## config.mk

```make
export PLATFORM = sky130hd
export DESIGN_NAME = axi_read_arbiter
export DESIGN_NICKNAME = d
export VERILOG_FILES = /design/src/rtl/axi_read_arbiter.sv
export SDC_FILE = /design/constraint.sdc
export NUM_CORES = 1
export LEC_CHECK = 0
export ABC_AREA = 0
export CORE_ASPECT_RATIO = 0.5
export CORE_UTILIZATION = 19
export DETAILED_ROUTE_END_ITERATION = 8
export HOLD_SLACK_MARGIN = 0.1
export PLACE_DENSITY = 0.84
export SETUP_SLACK_MARGIN = 0.05
export SYNTH_ARGS = -nofsm -noshare
export SYNTH_HDL_FRONTEND = slang
export SYNTH_SLANG_ARGS = --single-unit
export TNS_END_PERCENT = 10
```

## constraint.sdc

```tcl
create_clock -name i_aclk -period 1.6 [get_ports i_aclk]
set_input_delay 0.4 -clock i_aclk [delete_from_list [all_inputs] [get_ports i_aclk]]
set_output_delay 0.4 -clock i_aclk [all_outputs]
set_load 0.01 [all_outputs]
```

## src/rtl/axi_read_arbiter.sv

```systemverilog
// Round-robin arbiter sharing one AXI read channel (AR + R) between
// NUM_MASTERS requesters. One transaction is in flight at a time: the grant
// is taken in IDLE, the address is forwarded in ADDR, and the read beats are
// routed back to the granted master in DATA until RLAST is accepted.
module axi_read_arbiter #(
   parameter int NUM_MASTERS = 2,
   parameter int ADDR_SIZE   = 32,
   parameter int DATA_SIZE   = 32,
   parameter int GW          = $clog2(NUM_MASTERS)
) (
   input  logic                           i_aclk,
   input  logic                           i_areset_n,
   // master side
   input  logic [NUM_MASTERS-1:0]         i_m_arvalid,
   output logic [NUM_MASTERS-1:0]         o_m_arready,
   input  logic [NUM_MASTERS*ADDR_SIZE-1:0] i_m_araddr,
   input  logic [NUM_MASTERS*8-1:0]       i_m_arlen,
   output logic [NUM_MASTERS-1:0]         o_m_rvalid,
   input  logic [NUM_MASTERS-1:0]         i_m_rready,
   output logic [DATA_SIZE-1:0]           o_m_rdata,
   output logic [1:0]                     o_m_rresp,
   output logic                           o_m_rlast,
   // slave side
   output logic                           o_s_arvalid,
   input  logic                           i_s_arready,
   output logic [ADDR_SIZE-1:0]           o_s_araddr,
   output logic [7:0]                     o_s_arlen,
   input  logic                           i_s_rvalid,
   output logic                           o_s_rready,
   input  logic [DATA_SIZE-1:0]           i_s_rdata,
   input  logic [1:0]                     i_s_rresp,
   input  logic                           i_s_rlast,
   // status
   output logic [GW-1:0]                  o_grant,
   output logic                           o_busy
);

   typedef enum logic [1:0] {
      IDLE = 2'd0,
      ADDR = 2'd1,
      DATA = 2'd2
   } state_t;

   state_t        state;
   state_t        state_nxt;
   logic [GW-1:0] last_grant;
   logic [GW-1:0] last_grant_nxt;
   logic [GW-1:0] grant_nxt;
   logic [GW-1:0] rr_pick;
   logic          rr_found;

   // Round-robin pick: first requester after the previous winner, with wrap.
   // The modulo keeps the index below NUM_MASTERS for any master count.
   always_comb begin
      rr_pick  = '0;
      rr_found = 1'b0;
      for (int i = 1; i <= NUM_MASTERS; i++) begin
         if (!rr_found && i_m_arvalid[(int'(last_grant) + i) % NUM_MASTERS]) begin
            rr_found = 1'b1;
            rr_pick  = GW'((int'(last_grant) + i) % NUM_MASTERS);
         end
      end
   end

   // State, grant and round-robin history registers.
   always_ff @(posedge i_aclk or negedge i_areset_n) begin
      if (!i_areset_n) begin
         state      <= IDLE;
         o_grant    <= '0;
         last_grant <= GW'(NUM_MASTERS - 1);
      end else begin
         state      <= state_nxt;
         o_grant    <= grant_nxt;
         last_grant <= last_grant_nxt;
      end
   end

   // Next-state logic and handshake steering toward the granted master.
   always_comb begin
      state_nxt      = state;
      grant_nxt      = o_grant;
      last_grant_nxt = last_grant;
      o_m_arready    = '0;
      o_m_rvalid     = '0;
      o_s_arvalid    = 1'b0;
      o_s_rready     = 1'b0;
      case (state)
         IDLE: begin
            // Arbitration takes this cycle; the address goes out from ADDR.
            if (rr_found) begin
               grant_nxt = rr_pick;
               state_nxt = ADDR;
            end
         end
         ADDR: begin
            // A granted master that drops arvalid simply stalls here.
            o_s_arvalid          = i_m_arvalid[o_grant];
            o_m_arready[o_grant] = i_s_arready;
            if (i_m_arvalid[o_grant] && i_s_arready) begin
               state_nxt = DATA;
            end
         end
         DATA: begin
            o_m_rvalid[o_grant] = i_s_rvalid;
            o_s_rready          = i_m_rready[o_grant];
            if (i_s_rvalid && i_m_rready[o_grant] && i_s_rlast) begin
               last_grant_nxt = o_grant;
               state_nxt      = IDLE;
            end
         end
         default: begin
            state_nxt = IDLE;
         end
      endcase
   end

   // Address and length come from the granted master; read data is shared.
   assign o_s_araddr = i_m_araddr[int'(o_grant)*ADDR_SIZE +: ADDR_SIZE];
   assign o_s_arlen  = i_m_arlen[int'(o_grant)*8 +: 8];
   assign o_m_rdata  = i_s_rdata;
   assign o_m_rresp  = i_s_rresp;
   assign o_m_rlast  = i_s_rlast;
   assign o_busy     = (state != IDLE);

endmodule

```

# Word-level counts from Yosys, hierarchy flattened
# Index checks and enable logic that the tools add are counted.
[totals]
mem_bits_ro = 0
reg_bits = 4
output_inout_bits = 83
ramBits = 0
inputBits = 123
memories = 0
latchBits = 0
elab_cells = 55
[classes]
multipliers = 0
div = 0
n_bitwise = 4
muxes = 24
add_sub_neg = 2
n_shift = 2
magnitude_cmp = 4
n_reduce_logical = 11
eq_ne = 5
[op_table]
columns = ["cell", "count"]
rows = [
  ["$shiftx 64x7->32", 1],
  ["$mux 1", 17],
  ["$shiftx 16x5->8", 1],
  ["$mux 2", 5],
  ["$lt 2x3->1 const B", 2],
  ["$ne 2x2->1 const B", 3],
  ["$pmux 2 s3", 1],
  ["$logic_and 1x1->1", 5],
  ["$and 2x2->2", 2],
  ["$reduce_and 2->1", 2],
  ["$reduce_and 3->1", 1],
  ["$add 1x1->1 const B", 2],
  ["$and 1x1->1 const A", 2],
  ["$eq 2x1->1 const B", 1],
  ["$eq 2x2->1 const B", 1],
  ["$logic_not 2->1", 1],
  ["$lt 1x2->1 const B", 1],
  ["$reduce_bool 2->1", 1],
  ["$demux 1 s1", 1],
  ["$ge 1x1->1 const B", 1],
  ["$logic_not 1->1", 1],
]

# Logic depth before layout (Yosys ltp)
# Gate-level depths: netlist (run 1).
[logic_depth]
ltp_word = 11
ltp_mapped = 4
depth_no_buf = 3

# Worst setup path after synthesis (run 1)
# Ideal clock, no wire load.
[synth_path]
path_type = "register to output"
start = "register o_grant"
end = "output port o_s_araddr[22]"
slack_ns = 0.071
arrival_time_ns = 1.129
required_time_ns = 1.200
path_stages_with_launch = 4
cell_sequence = "dfrtp_1 buf_4 buf_6 mux2_1"
[synth_via]
elab_chain_len = 1
[synth_rtl]
columns = ["item", "line", "rtl"]
rows = [
  ["start: declaration", "34", "output logic [GW-1:0] o_grant,"],
  ["start signal: assignment", "73", "o_grant <= grant_nxt;"],
  ["$shiftx 64x7->32", "118", "assign o_s_araddr = i_m_araddr[int'(o_grant)*ADDR_SIZE +: ADDR_SIZE];"],
  ["end: declaration", "26", "output logic [ADDR_SIZE-1:0] o_s_araddr,"],
]
# No other way between the ends.

# Worst setup path after layout (run 1)
[layout_path]
start = "register o_grant"
end = "output port o_s_araddr[24]"
# The elaborated chain is that of the path after synthesis.

==> summary.md, run 1 <==
| Metric | Value |
|---|---|
| Status | complete, but fails checks |
| Violated checks | negative setup slack |
| Boundary Pins | 206 |
| Final WS setup | -198.1 ps |
| Dpl hpwl | 3901 microns |
| Post-DRT Antenna Nets | 0 |
| Longest Clk Path Bufs | 2 |
| CTS tree | built |
| Path type of the worst min-delay path | input port to async pin |
| Largest net degree at the start of global routing | 13 |
| First-pass GRT wire length | 7445 microns |
| H-Tree Depth | 1 |
| Fin. max-slew vios | 0 |
| Die X-Extent | 105.8 microns |
| Area of the multi-input gates | 754.5 sq um |
| Largest delay share family, worst path | buffers and inverters |
| Number of CTS-inserted buffers | 3 |
| GR Overflow Total | 0 |
| Slowest cell on crit path | dfrtp_2 |
| Post-Route WL | 5292 microns |
| Yosys reg bits | 4 |
| Synth Area in Compound Gates | 0.02078 |
| Worst-Margin Slew | 226.2 ps |
| Die area | 5702 sq um |
| Sequential Power Share | 0.065 |
| Register-to-Register Path Depth | 6 |
| Avg Cell Area, Syn | 9.221 sq um |
| Worst path cell trace | buf_4, buf_12, mux2_1, buf_2 |
| Total track usage | 0.1713 |
| Critical-path maximum fanout | 12 |
| Worst stage delay on the critical path | 430 ps |
| DR vias | 1302 |
| Crit. End Element | output port |
| Pre-CTS setup slack | -485.3 ps |
| PD cells | 1305 nW/um^2 |
| Clock-pin slew on the worst setup and hold paths | 40 ps |
| Layout Nets | 358 |
| DR pass1 iterations | 4 |
| Remaining DRCs | 0 |
| Max-cap viol count | 0 |
| Sequential fraction of the synthesis area | 0.09902 |
| Clk sink count | 4 |
| Initial antenna violation count | 0 |
| Unrepaired setup endpoints after global routing | yes |
| Startpoint Class | flip-flop |
| Net Count, Synth | 234 |
| Post-Synth Adder-Cell Area | 0 |
| Vert. Die Dim | 53.90 microns |
| Critical path buffers and inverters | 3 |
| Hold_buf cts | 0 |
| Share of cells above drive strength 1 | 0.5256 |
| DR WL/cell | 17.41 microns |
| Setup CP Type | flip-flop to output port |
| Leakage power | 1.181 nW |
| Worst R2R End | last_grant |
| CTS Root Cell | clkbuf_8 |
| GP Congestion | 0.7344 |
| Crit share post-route | 1.124 |
| Max Clk Rate | 0.5561 GHz |
| Final Hold Vio Count | 0 |
| Placed cell count | 291 |
| Largest family of logic cells by synthesized area | multiplexers |
| DR vias/cell | 4.283 |
| Netlist cell types | 20 |
| Combinational share of power | 0.867 |
| Fill count | 437 |
| Register area | 102.6 sq um |
| Switching pwr | 0.001200 W |
| Rows | 18 |
| Layout area overhead | 152.4% |
| Req. time, crit path | 1200 ps |
| Switching fraction of total power | 0.3558 |
| R2R setup slack | -10 ps |
| Clock Power Share | 0.068 |
| Area of the mapped netlist | 1023 sq um |
| I/O Buffers | 137 |
| Core area | 5045 sq um |
| Starting Density | 0.2029 |
| Total number of yosys warnings | 0 |
| Clock Skew | 5.245 ps |
| # diodes | 0 |
| Vias in the first global route | 1402 |
| Xor and xnor fraction of the mapped netlist area | 0 |
| Mapped Cells | 111 |
| Reg2reg start | o_grant |
| Cell Int Power | 0.002173 W |
| DR iter-0 viols | 56 |
| Worst VDD drop | 0.4574 mV |
| Clock latency on the worst-skew pair | 220 ps |
| Final cell count without fillers | 304 |
| Slew Limit Headroom | 0.8480 |
| Min cycle time layout | 1798 ps |
| Final Setup Violations | 44 |
| Post-synthesis simple-gate area fraction | 0.1002 |
| CP arrival | 1400 ps |
| Post-synthesis mux area share | 0.4743 |
## final cells by class
cell class | count | share of cell area
Clock buffer | 4 | 0.01743
Inverter | 1 | 0.001453
Multi-Input combinational cell | 66 | 0.2920
Sequential cell | 4 | 0.03971
Tap cell | 70 | 0.03390
Timing Repair Buffer | 159 | 0.6155
## routing by layer
| layer | vias up | global-route usage | wire length (microns) |
|---|---|---|---|
| met3 | 18 | 0.03632 | 359 |
| met5 | - | 0 | 0 |
| li1 | 596 | - | - |
| met1 | 629 | 0.1756 | 1920 |
| met4 | 0 | 0.05093 | 91 |
| met2 | 59 | 0.3638 | 2920 |
## worst register-to-register path, cell delays in order (launching register included)
cell	delay, ps
dfrtp_2	430
buf_6	150
buf_16	140
mux2i_4	180
buf_4	150
nor3_4	160
mux2_4	310
## worst max path at each step
stage	endpoint	startpoint	depth (start not counted)
after floorplan	o_s_araddr[22]	o_grant	3
after global routing	o_s_araddr[24]	o_grant	4
after CTS	o_s_arlen[6]	o_grant	5
final	o_s_araddr[24]	o_grant	4
after detailed placement	o_s_arvalid	i_m_arvalid[1]	4
after global placement	o_s_arvalid	i_m_arvalid[1]	4
## cell usage after synthesis (all sizes together)
cell type | count | share of area
o21ai | 2 | 0.0098
nand2b | 2 | 0.012
nor2b | 3 | 0.018
nor2 | 5 | 0.018
mux2 | 41 | 0.45
nor3 | 3 | 0.024
dfrtp | 3 | 0.073
mux2i | 2 | 0.020
a31oi | 1 | 0.0061
nand2 | 4 | 0.015
dfstp | 1 | 0.026
buf | 40 | 0.30
a21oi | 1 | 0.0049
and3 | 2 | 0.012
inv | 1 | 0.0037
## flip-flops by register name, indices dropped and copies added, names as in the netlist
signal      flops
last_grant      1
state           2
o_grant         1
## through the flow
stage	power (W)	util	setup TNS, ps	cell area (sq um)	hold WS (ps)
after floorplan	0.001337	-	0	1023	104.4
after global placement	0.002390	0.4529	-16320	2285	557.4
after detailed placement	0.002437	0.4529	-16970	2285	576.3
after CTS	0.003198	0.4940	-6816	2492	391.3
after global routing	0.003535	0.5122	-7853	2584	393.0
final	0.003372	0.5122	-6095	2584	388.6
## what timing repair did
| item | CTS | global route |
|---|---|---|
| gates resized for setup | 242 | 29 |
| gates cloned | 3 | 0 |
| setup buffers | 7 | 0 |
| hold endpoints to repair | 0 | 0 |
| pin swaps | 0 | 1 |
| endpoints found under the setup margin | 49 | 50 |
## layout by cell type, fill, tap and decap left out, types with 2 or more instances in the layout
cell type,instances
nor2b_2,2
dfrtp_1,2
mux2_4,26
nor2_1,3
o21ai_0,2
clkdlybuf4s15_1,2
buf_4,10
buf_16,3
buf_6,36
clkdlybuf4s50_1,86
mux2i_4,2
nand2b_1,2
buf_2,17
clkbuf_8,3
mux2_2,14
nand2_1,4
## logic make-up (layout without fill, tap and decap cells)
| logic type | Yosys count | in the layout |
|---|---|---|
| simple gates | 19 | 19 |
| flops | 4 | 4 |
| buf+inv | 41 | 164 |
| compound gates | 4 | 4 |
| mux | 43 | 43 |
## power by group through the flow
stage          Combinational [W]  Clock [W]  Sequential (W)
2_1_floorplan            0.00113          0        0.000204
3_3_place_gp             0.00218          0        0.000209
3_5_place_dp             0.00222          0        0.000212
4_1_cts                  0.00275   0.000232        0.000212
5_1_grt                  0.00306   0.000243        0.000227
6_report                 0.00293   0.000229        0.000218
Note: power is estimated with default switching activity, not from simulation.
==> run 2: changes to the inputs <==
--- a/config.mk
+++ b/config.mk
@@ -9,8 +9,7 @@
 export CORE_ASPECT_RATIO = 0.5
 export CORE_UTILIZATION = 19
 export DETAILED_ROUTE_END_ITERATION = 8
-export HOLD_SLACK_MARGIN = 0.1
-export PLACE_DENSITY = 0.84
+export PLACE_DENSITY = 0.9
 export SETUP_SLACK_MARGIN = 0.05
 export SYNTH_ARGS = -nofsm -noshare
 export SYNTH_HDL_FRONTEND = slang
==> summary.md, run 2 (synthesis results as in run 1) <==
| Metric | Value |
|---|---|
| Die X-Extent | 105.8 microns |
| Final design utilization | 0.4668 |
| Req. time, crit path | 1200 ps |
| Unrepaired setup endpoints after global routing | yes |
| Die area | 5702 sq um |
| First-pass GRT wire length | 6534 microns |
| Max Clk Rate | 0.5557 GHz |
| Dpl hpwl | 3825 microns |
| GP Congestion | 0.7111 |
| Final Setup Violations | 46 |
| Worst hold slack | 371.5 ps |
| Critical-path maximum fanout | 4 |
| Clock-pin slew on the worst setup and hold paths | 40 ps |
| Max-cap viol count | 0 |
| DR vias/cell | 4.196 |
| DR vias | 1263 |
| Cell Int Power | 0.001868 W |
| Rows | 18 |
| Violated checks | negative setup slack |
| Startpoint Class | flip-flop |
| Commonest non-fill, non-tap cells in the layout | clkdlybuf4s50_1 (88), mux2_2 (38), clkbuf_2 (22) |
| Slew Limit Headroom | 0.8530 |
| Hold_buf cts | 0 |
| Post-DRT Antenna Nets | 0 |
| Crit share post-route | 1.125 |
| Longest Clk Path Bufs | 2 |
| Placed Area | 2277 sq um |
| Status | complete, but fails checks |
| Leading cell type in the layout, fill and taps excluded | clkdlybuf4s50_1 |
| Crit. End Element | output port |
| Share of cells above drive strength 1 | 0.5152 |
| # diodes | 0 |
| Initial antenna violation count | 0 |
| Max FFs per register | 2 |
| Pre-CTS setup slack | -526.7 ps |
| Total track usage | 0.1512 |
| Switching pwr | 0.001083 W |
| Biggest regs | state x2, last_grant x1, o_grant x1 |
| DR pass1 iterations | 4 |
| Clock Power Share | 0.081 |
| Path type of the worst min-delay path | input port to async pin |
| Switching fraction of total power | 0.3671 |
| Clock Skew | 1.346 ps |
| Combinational share of power | 0.844 |
| PD cells | 1253 nW/um^2 |
| CTS tree | built |
| CP arrival | 1400 ps |
| I/O Buffers | 137 |
| H-Tree Depth | 1 |
| Worst-Margin Slew | 218.8 ps |
| Vert. Die Dim | 53.90 microns |
| Sequential Power Share | 0.075 |
| CTS Root Cell | clkbuf_8 |
| Leakage power | 1.025 nW |
| Clock latency on the worst-skew pair | 220 ps |
| Layout area overhead | 130.1% |
| Worst VDD drop | 0.4043 mV |
| Number of CTS-inserted buffers | 3 |
| Setup TNS | -7144 ps |
| GR Overflow Total | 0 |
| Post-Route WL | 4831 microns |
| Remaining DRCs | 0 |
| Core area | 5045 sq um |
| Post-route cell area | 2355 sq um |
| Layout Nets | 355 |
| Fin. max-slew vios | 0 |
| Boundary Pins | 206 |
| Most flop-heavy register | state |
| Min cycle time layout | 1800 ps |
| Final Hold Vio Count | 0 |
| Final WS setup | -199.7 ps |
| Largest net degree at the start of global routing | 18 |
| DR iter-0 viols | 19 |
| Starting Density | 0.2029 |
| Clk sink count | 4 |
| Setup CP Type | flip-flop to output port |
| Vias in the first global route | 1282 |
| DR WL/cell | 16.05 microns |
run 2: cell types whose count changed in the layout (fill, tap and decap cells not counted), moves of 2 or more:
cell             delta
buf_12              +2
buf_2               -3
nor2b_2             -2
mux2_4             -23
clkdlybuf4s15_1     -2
buf_6              -19
clkdlybuf4s50_1     +2
nor2b_1             +2
clkbuf_2           +21
mux2_2             +24
run 2: final cells by class:
cell class                      instances  area, sq um
Clock buffer                            4        45.04
Multi-Input combinational cell         66        655.6
Tap cell                               70        87.58
Sequential cell                         4        102.6
Timing Repair Buffer                  156         1460
Fill cell                             469         2690
Inverter                                1        3.754
run 2: power groups by stage:
stage	clock network [W]	logic [W]	registers, W
floorplan	0	0.00113	0.000204
global placement	0	0.00216	0.000203
detailed placement	0	0.00221	0.000205
CTS	0.000242	0.00228	0.000213
global route	0.000255	0.00263	0.000227
finish	0.000238	0.00249	0.000221
run 2: repair_timing:
action                     CTS  global route
setup endpoints to repair   49            51
resized for setup          137            68
setup buffers                2             2
cloned                       2             1
run 2: worst paths after layout:
check | depth (start not counted) | end | start | slack [ps]
max in group asynchronous | 1 | last_grant | i_areset_n | 1000
worst max-delay path | 5 | o_s_arvalid | o_grant | -200
worst max register to register | 6 | last_grant | o_grant | -30
worst min register to register | 2 | state[0] | state[1] | 590
worst min-delay path | 1 | state[1] | i_areset_n | 370
min in group i_aclk | 2 | state[0] | state[1] | 590
run 2: layer usage:
metal | part of all wire | GRT usage | up-vias
met1 | 0.33 | 0.1361 | 588
met2 | 0.58 | 0.3508 | 69
met4 | 0.014 | 0.04167 | 0
li1 | - | - | 591
met3 | 0.074 | 0.03269 | 15
met5 | 0 | 0 | -
run 2: through the flow:
stage,instances,total power [W]
4_1_cts,298,0.002739
5_1_grt,301,0.003112
2_1_floorplan,111,0.001337
3_5_place_dp,290,0.002411
6_report,301,0.002951
3_3_place_gp,290,0.002364
run 2: worst max-delay path, cell delays in order, from the launching register on:
cell and delay, ps:
dfrtp_2 440, buf_6 140, buf_4 140, mux2i_4 190
nor2b_1 120, buf_2 140
